`src/rtl/cpu_cycle_irq_timer.sv`:
```
// cpu_cycle_irq_timer
// Register-programmable M2-clocked IRQ timer shared by the mapper models that
// raise IRQs from CPU cycles or emulated scanlines. It counts up or down,
// either reloads from a latch or wraps at the terminal count, and can divide
// M2 by 341/3 to approximate a scanline rate.
//
// Ports:
//   m2          - CPU M2, the only clock; all state changes on posedge
//   reset       - asynchronous, active-high; clears all state
//   wr_en       - register write strobe
//   wr_sel[2:0] - register select: 0 latch lo, 1 latch hi, 2 control,
//                 3 acknowledge, 4 counter lo, 5 counter hi, 6/7 unused
//   wr_data[7:0]- write data
//   irq         - active-low IRQ request, the inverse of irq_pending
//   irq_pending - raw pending flag for status readback
//   counter_out - current counter value
module cpu_cycle_irq_timer #(
  parameter int unsigned WIDTH         = 16,
  parameter bit          USE_PRESCALER = 1'b1
) (
  input  logic             m2,
  input  logic             reset,
  input  logic             wr_en,
  input  logic [2:0]       wr_sel,
  input  logic [7:0]       wr_data,
  output logic             irq,
  output logic             irq_pending,
  output logic [WIDTH-1:0] counter_out
);

  localparam int unsigned PW = 9;

  localparam logic [PW-1:0] PRE_RELOAD = PW'(341);
  localparam logic [PW-1:0] PRE_STEP   = PW'(3);
  localparam logic [PW-1:0] PRE_WRAP   = PW'(338);

  localparam logic [2:0] SEL_LATCH_LO = 3'd0;
  localparam logic [2:0] SEL_LATCH_HI = 3'd1;
  localparam logic [2:0] SEL_CTRL     = 3'd2;
  localparam logic [2:0] SEL_ACK      = 3'd3;
  localparam logic [2:0] SEL_CNT_LO   = 3'd4;
  localparam logic [2:0] SEL_CNT_HI   = 3'd5;

  localparam logic [WIDTH-1:0] LO_MASK  = WIDTH'(8'hFF);
  localparam logic [WIDTH-1:0] ALL_ONES = {WIDTH{1'b1}};
  localparam logic [WIDTH-1:0] ONE      = WIDTH'(1);

  logic [WIDTH-1:0] counter_q, counter_d;
  logic [WIDTH-1:0] latch_q, latch_d;
  logic [PW-1:0]    presc_q, presc_d;
  logic             enable_q, enable_d;
  logic             en_after_ack_q, en_after_ack_d;
  logic             scan_q, scan_d;
  logic             dir_up_q, dir_up_d;
  logic             auto_reload_q, auto_reload_d;
  logic             pending_q, pending_d;

  logic             tick;
  logic             terminal;
  logic             tick_blocked;
  logic             scan_active;

  // Next-state: tick generation first, register writes override afterwards.
  always_comb begin
    counter_d      = counter_q;
    latch_d        = latch_q;
    presc_d        = presc_q;
    enable_d       = enable_q;
    en_after_ack_d = en_after_ack_q;
    scan_d         = scan_q;
    dir_up_d       = dir_up_q;
    auto_reload_d  = auto_reload_q;
    pending_d      = pending_q;
    tick           = 1'b0;

    // Control and direct counter loads take priority over a tick that cycle.
    tick_blocked = wr_en && ((wr_sel == SEL_CTRL) || (wr_sel == SEL_CNT_LO) ||
                             (wr_sel == SEL_CNT_HI));
    scan_active  = USE_PRESCALER && scan_q;
    terminal     = dir_up_q ? (counter_q == ALL_ONES) : (counter_q == '0);

    // Scanline mode steps the prescaler by 3 per M2 against a period of 341,
    // yielding tick spacings of 114, 114, 113 M2 cycles.
    if (enable_q && !tick_blocked) begin
      if (scan_active) begin
        if (presc_q <= PRE_STEP) begin
          presc_d = presc_q + PRE_WRAP;
          tick    = 1'b1;
        end else begin
          presc_d = presc_q - PRE_STEP;
        end
      end else begin
        tick = 1'b1;
      end
    end

    // Counter step; a reload here uses the latch value from before any
    // same-cycle latch write.
    if (tick) begin
      if (terminal) begin
        pending_d = 1'b1;
        if (auto_reload_q) begin
          counter_d = latch_q;
        end else begin
          counter_d = dir_up_q ? '0 : ALL_ONES;
        end
      end else begin
        counter_d = dir_up_q ? (counter_q + ONE) : (counter_q - ONE);
      end
    end

    // Register writes; hi-byte writes truncate to WIDTH, so WIDTH = 8 ignores them.
    if (wr_en) begin
      case (wr_sel)
        SEL_LATCH_LO: latch_d = (latch_q & ~LO_MASK) | WIDTH'(wr_data);
        SEL_LATCH_HI: latch_d = WIDTH'({wr_data, latch_q[7:0]});
        SEL_CTRL: begin
          enable_d       = wr_data[0];
          en_after_ack_d = wr_data[1];
          scan_d         = wr_data[2];
          dir_up_d       = wr_data[3];
          auto_reload_d  = wr_data[4];
          presc_d        = PRE_RELOAD;
          pending_d      = 1'b0;
          if (wr_data[0]) begin
            counter_d = latch_q;
          end
        end
        SEL_ACK: begin
          enable_d  = en_after_ack_q;
          // A terminal tick in the same cycle keeps the flag set.
          pending_d = tick && terminal;
        end
        SEL_CNT_LO: counter_d = (counter_q & ~LO_MASK) | WIDTH'(wr_data);
        SEL_CNT_HI: counter_d = WIDTH'({wr_data, counter_q[7:0]});
        default: ;
      endcase
    end
  end

  // State registers.
  always_ff @(posedge m2 or posedge reset) begin
    if (reset) begin
      counter_q      <= '0;
      latch_q        <= '0;
      presc_q        <= PRE_RELOAD;
      enable_q       <= 1'b0;
      en_after_ack_q <= 1'b0;
      scan_q         <= 1'b0;
      dir_up_q       <= 1'b0;
      auto_reload_q  <= 1'b0;
      pending_q      <= 1'b0;
    end else begin
      counter_q      <= counter_d;
      latch_q        <= latch_d;
      presc_q        <= presc_d;
      enable_q       <= enable_d;
      en_after_ack_q <= en_after_ack_d;
      scan_q         <= scan_d;
      dir_up_q       <= dir_up_d;
      auto_reload_q  <= auto_reload_d;
      pending_q      <= pending_d;
    end
  end

  // irq is a pure inversion of a flop, so it cannot glitch.
  assign irq         = ~pending_q;
  assign irq_pending = pending_q;
  assign counter_out = counter_q;

endmodule

```
`config.mk`:
```
export PLATFORM = sky130hd
export DESIGN_NAME = cpu_cycle_irq_timer
export DESIGN_NICKNAME = d
export VERILOG_FILES = /design/src/rtl/cpu_cycle_irq_timer.sv
export SDC_FILE = /design/constraint.sdc
export NUM_CORES = 1
export LEC_CHECK = 0
export BUFFER_PORTS_ARGS = -buffer_cell sky130_fd_sc_hd__buf_2
export CAP_MARGIN = 20
export CORE_MARGIN = 4
export CORE_UTILIZATION = 50
export DETAILED_ROUTE_END_ITERATION = 10
export GPL_TIMING_DRIVEN = 0
export PLACE_DENSITY = 0.8
export SYNTH_ARGS = -nofsm -noshare
export SYNTH_HDL_FRONTEND = slang
export SYNTH_SLANG_ARGS = --single-unit
```
`constraint.sdc`:
```
create_clock -name m2 -period 7.3 [get_ports m2]
set_clock_uncertainty 0.15 [all_clocks]
set_input_delay 1.46 -clock m2 [delete_from_list [all_inputs] [get_ports m2]]
set_output_delay 1.46 -clock m2 [all_outputs]
set_load 0.005 [all_outputs]
```
==> results.py, run 1 <==
metrics = {
    "status": {
        "status": "complete, no violations",
    },
    "yosys": {
        "synth_top_family_by_area": "compound AO/OA/AOI/OAI gates",
        "synthCells": 428,
        "synth_ff_type": "dfrtp_1",
        "syn_nets": 460,
        "yosys.area_share.simple": 0.1894,
        "synthArstFlopShare": 1.000,
        "synth_compound_area_frac": 0.2720,
        "synth.distinct_cells": 68,
        "ys_ff_latch": 47,
        "synthAdderAreaFrac": 0.06292,
        "ys_warn_count": 0,
        "synth_edf_count": 0,
        "muxShareOfSynthArea": 0.08762,
        "seq_area_frac_synth": 0.3197,
        "syn_avg_cell_area_um2": 8.641,
        "synth_area_um2": 3699,
        "synth-xor-area-share": 0.03315,
    },
    "power": {
        "p_leak_nw": 1.630,
        "powerDensity_nw_per_um2": 351.2,
        "vdd_drop_max_mv": 0.2049,
    },
    "worst_setup_path": {
        "cp_top_family": "compound AO/OA/AOI/OAI gates",
        "critPathSlowestCell": "dfrtp_1",
        "cp_slowest_stage_delay_ns": 0.60,
        "crit_required_ns": 7.38,
        "start_kind": "flop",
        "path_max_fanout": 17,
        "reg2reg_to": "counter_out[12]",
        "rr_worst_depth": 9,
        "path_cells": "inv_1 > ha_1 > nor2b_1 > o2111ai_1 > a21oi_1 > o41ai_1 > a21boi_0 > mux2i_1 > a311oi_1",
        "worst-setup-path-type": "flop to flop",
        "r2r_start": "dir_up_q",
        "crit_buf_inv": 1,
        "end_kind": "flop",
        "reg2reg_setup_slack_ns": 3.69,
        "cp.arrival_ns": 3.69,
    },
    "global_route": {
        "antenna_found_initial": 0,
        "grt.total_usage": 0.2571,
        "grt_pass1_vias": 3462,
        "grt_pass1_wl_um": 17680,
        "grt_start_max_net_pins": 27,
        "grt_overflow": 0,
    },
    "job": {
        "maxCapViolCount": 0,
    },
    "die": {
        "rows": 31,
        "die_x_um": 94.01,
        "io_pins": 32,
        "die-area_um2": 8837,
        "initial_core_util": 0.5127,
        "die_y_um": 94.01,
        "coreArea_um2": 7214,
    },
    "worst_hold_path": {
        "hold_start": "irq_pending",
        "min_path_cells": 2,
        "worstHoldPathType": "flop to flop",
        "min_delay_worst_endpoint": "irq_pending",
    },
    "clock_network": {
        "cts.sinks": 47,
        "cts_buffer_depth": 2,
        "cts_max_level": 2,
        "ctsResizeCount": 0,
        "hold_buffers": 0,
        "cts_setup_buffers": 0,
        "root_buffer": "clkbuf_8",
        "clk_pin_slew_ns": 0.11,
        "cts_buffers": 5,
        "cts_tree": "yes",
        "clk_latency_ns": 0.32,
    },
    "drt": {
        "firstDrtPassIters": 6,
        "ant_nets": 0,
        "vias_per_cell": 6.564,
        "drc_errors": 0,
        "wl_per_cell_um": 19.75,
        "vias": 3715,
        "first_iter_violations": 382,
        "drt-total-wl_um": 11180,
    },
    "sta": {
        "tightest_slew_ns": 0.7812,
        "rsz0062_at_grt": "false",
        "relSlewSlack": 0.4764,
        "finalCriticalPeriod_ns": 3.609,
        "finalSetupTns_ns": 0,
        "setup_viol": 0,
        "slew_viol_final": 0,
        "hold_violations": 0,
        "max_freq_ghz": 0.2771,
        "fin_crit_sh": 0.4944,
    },
    "finish": {
        "syn_to_final_growth_pct": 10.72,
        "drive_gt1_frac": 0.1863,
        "n_antenna_cell": 0,
        "fin_area_um2": 4095,
        "final_nets": 498,
    },
    "place": {
        "place_area_um2": 3995,
        "io_buffers": 29,
        "place.gp.congestion": 0.9476,
        "hpwl_um": 8084,
    },
}
[placed cells by master (no fill, tap or decap), types with 6 or more instances in the layout]
master    instances
nand2_1          46
o21ai_0          46
dfrtp_1          42
buf_2            37
a21oi_1          34
nor2_1           29
mux2_2           19
ha_1             17
nor3_1           15
clkbuf_1         12
inv_1            11
mux2i_1          11
a31oi_1           9
nand3_1           8
o211ai_1          8
xnor2_1           8
xor2_1            6
a211oi_1          6
[how the worst max path moves through the flow]
| stage | startpoint | endpoint | slack, ns | depth (start not counted) |
|---|---|---|---|---|
| global route | dir_up_q | counter_out[12] | 3.51 | 9 |
| global placement | wr_sel[0] | counter_out[15] | 3.60 | 8 |
| CTS | dir_up_q | counter_out[12] | 3.73 | 9 |
| detailed placement | wr_sel[0] | counter_out[15] | 3.53 | 8 |
| finish | dir_up_q | counter_out[12] | 3.69 | 9 |
| floorplan | wr_sel[0] | counter_out[15] | 4.06 | 8 |
[Yosys cell counts, types with 8 or more instances]
cell | number | area [um2]
a31oi_1 | 9 | 56.30
dfrtp_1 | 42 | 1051
o211ai_1 | 8 | 60.06
buf_2 | 8 | 40.04
inv_1 | 12 | 45.04
o21ai_0 | 46 | 230.2
ha_1 | 17 | 212.7
mux2i_1 | 11 | 110.1
nor3_1 | 15 | 75.07
nor2_1 | 29 | 108.9
clkbuf_1 | 12 | 45.04
nand2_1 | 46 | 172.7
xnor2_1 | 8 | 70.07
mux2_2 | 19 | 214.0
nand3_1 | 8 | 40.04
a21oi_1 | 34 | 170.2
[tightest hold or removal path, stage by stage (launching register included)]
cell	delay (ns)
dfrtp_1	0.38
nand2_1	0.05
o21ai_0	0.07
[power breakdown]
| group | internal [W] | switching, W | leakage [nW] |
|---|---|---|---|
| Combinational | 0.000341 | 0.000434 | 1.02 |
| Clock | 0.0000688 | 0.000104 | 0.0408 |
| Sequential | 0.000354 | 0.000136 | 0.569 |
[per-layer routing]
layer / wire [um] / global-route usage / vias up / part of all wire
met3: 1108 / 0.04327 / 44 / 0.099
met4: 452 / 0.1300 / 0 / 0.040
met1: 4418 / 0.3407 / 1747 / 0.40
met5: 0 / 0 / - / 0
met2: 5200 / 0.4033 / 241 / 0.47
li1: - / - / 1683 / -
[registers in the layout (all words and copies together), names as in the netlist]
signal / flops
en_after_ack_q: 1
counter_out: 16
presc_q: 9
enable_q: 1
dir_up_q: 1
scan_active: 1
latch_q: 16
auto_reload_q: 1
irq_pending: 1
[metrics by stage]
step | instances | total power [W] | setup slack (ns) | utilization | hold slack (ns)
3_5_place_dp | 557 | 0.001252 | 3.526 | 0.5538 | 0.3672
6_report | 566 | 0.001438 | 3.691 | 0.5676 | 0.3863
4_1_cts | 565 | 0.001425 | 3.734 | 0.5666 | 0.3907
5_1_grt | 566 | 0.001545 | 3.506 | 0.5676 | 0.4214
2_1_floorplan | 428 | 0.001019 | 4.063 | - | 0.3292
3_3_place_gp | 556 | 0.001215 | 3.598 | 0.5499 | 0.3430
[final cells by class]
type | count | area [um2]
multi-input combinational | 349 | 2386
inverter | 12 | 45.04
tap | 99 | 123.9
fill | 679 | 3119
sequential | 47 | 1182
clock inverter | 3 | 23.77
buffer | 20 | 85.08
timing repair buffer | 31 | 180.2
clock buffer | 5 | 68.82
[kinds of logic (layout without fill, tap and decap cells)]
family | after synthesis | in the layout
xor+xnor | 14 | 14
flops | 47 | 47
mux | 30 | 30
simple gates | 136 | 136
buf+inv | 32 | 71
fa+ha+maj | 18 | 18
compound gates | 151 | 151
Note: power is estimated with default switching activity, not from simulation.
==> run 2: changes to the inputs <==
==> constraint.sdc (replaced) <==
create_clock -name m2 -period 3.7 [get_ports m2]
set_clock_uncertainty 0.15 [all_clocks]
set_input_delay 0.74 -clock m2 [delete_from_list [all_inputs] [get_ports m2]]
set_output_delay 0.74 -clock m2 [all_outputs]
set_load 0.005 [all_outputs]
==> results.py, run 2 (same netlist as run 1, synthesis figures left out) <==
metrics = {
    "drt": {
        "wl_per_cell_um": 19.86,
        "first_iter_violations": 432,
        "firstDrtPassIters": 6,
        "vias_per_cell": 6.602,
        "ant_nets": 0,
        "drc_errors": 0,
        "drt-total-wl_um": 11240,
        "vias": 3737,
    },
    "sta": {
        "hold_slack_ns": 0.3241,
        "relSlewSlack": 0.4867,
        "slew_viol_final": 0,
        "fin_crit_sh": 0.9278,
        "setup_viol": 0,
        "finalSetupTns_ns": 0,
        "tightest_slew_ns": 0.7657,
        "setup_slack_ns": 0.2672,
        "rsz0062_at_grt": "false",
        "hold_violations": 0,
        "max_freq_ghz": 0.2913,
        "finalCriticalPeriod_ns": 3.433,
    },
    "die": {
        "die_y_um": 94.01,
        "initial_core_util": 0.5127,
        "rows": 31,
        "io_pins": 32,
        "die-area_um2": 8837,
        "coreArea_um2": 7214,
        "die_x_um": 94.01,
    },
    "finish": {
        "fin_cells": 566,
        "drive_gt1_frac": 0.1884,
        "final_cell_mix": "nand2_1 (46), o21ai_0 (46), dfrtp_1 (42), buf_2 (37), a21oi_1 (34)",
        "syn_to_final_growth_pct": 10.93,
        "final_nets": 498,
        "n_antenna_cell": 0,
    },
    "clock_network": {
        "ctsResizeCount": 0,
        "cts_max_level": 2,
        "cts.sinks": 47,
        "hold_buffers": 0,
        "cts_setup_buffers": 0,
        "clk_pin_slew_ns": 0.11,
        "clk_latency_ns": 0.32,
        "cts_tree": "yes",
        "cts_buffers": 5,
        "cts_buffer_depth": 2,
        "root_buffer": "clkbuf_8",
    },
    "global_route": {
        "antenna_found_initial": 0,
        "grt_pass1_wl_um": 17680,
        "grt_pass1_vias": 3462,
        "grt_overflow": 0,
        "grt.total_usage": 0.2571,
        "grt_start_max_net_pins": 27,
    },
    "place": {
        "place.gp.congestion": 0.9476,
        "pre_cts_ws_ns": 0.1709,
        "hpwl_um": 8084,
        "io_buffers": 29,
        "place_inst": 557,
    },
    "worst_setup_path": {
        "start_kind": "flop",
        "cp.arrival_ns": 3.52,
        "path_max_fanout": 17,
        "crit_required_ns": 3.78,
        "reg2reg_setup_slack_ns": 0.27,
        "worst-setup-path-type": "flop to flop",
        "end_kind": "flop",
    },
    "worst_hold_path": {
        "worstHoldPathType": "primary input to asynchronous set/reset pin",
    },
    "power": {
        "p_leak_nw": 1.634,
        "vdd_drop_max_mv": 0.4046,
        "powerDensity_nw_per_um2": 695.4,
        "p_total_w": 0.002853,
    },
    "job": {
        "maxCapViolCount": 0,
    },
    "status": {
        "status": "complete, no violations",
    },
}
## run 2: cell counts in the layout (fill, tap and decap cells not counted)
No cell type changed its count.
## run 2: per-layer routing
layer / up-vias / share of wire / global-route usage
met4: 0 / 0.045 / 0.1300
met5: - / 0 / 0
met1: 1777 / 0.41 / 0.3407
met3: 55 / 0.084 / 0.04327
met2: 215 / 0.47 / 0.4033
li1: 1690 / - / -
## run 2: area by class of cell
class	instances	area, um2
repair buffers	31	180.2
flip-flops and latches	47	1182
well taps	99	123.9
clock buffers	5	68.82
multi-input cells	349	2394
clock inverters	3	23.77
plain buffers	20	85.08
inverters	12	45.04
fillers	678	3112
## run 2: power breakdown
part / leakage, nW / switching [W] / internal (W)
clock: 0.0408 / 0.000205 / 0.000136
combinational: 1.02 / 0.000866 / 0.000676
sequential: 0.569 / 0.000272 / 0.000699
## run 2: final timing paths
kind | startpoint | end | cells past startpoint
min in group m2 | irq_pending | irq_pending | 2
hold / removal | reset | presc_q[1] | 2
setup reg to reg | dir_up_q | counter_out[15] | 9
hold reg to reg | irq_pending | irq_pending | 2
setup / recovery | dir_up_q | counter_out[15] | 9
max in group asynchronous | reset | counter_out[0] | 3
## run 2: critical path: stages (launching register included)
cell,delay (ns)
dfrtp_1,0.59
inv_1,0.39
ha_1,0.46
a21o_1,0.22
o21bai_1,0.25
o21a_1,0.24
nor3b_1,0.34
nor3_1,0.11
o311ai_0,0.36
nor3b_1,0.22
## run 2: stage by stage
stage            util  cell area, um2
3_5_place_dp   0.5538            3995
5_1_grt        0.5687            4103
2_1_floorplan       -            3699
3_3_place_gp   0.5499            3968
6_report       0.5687            4103
4_1_cts        0.5666            4088
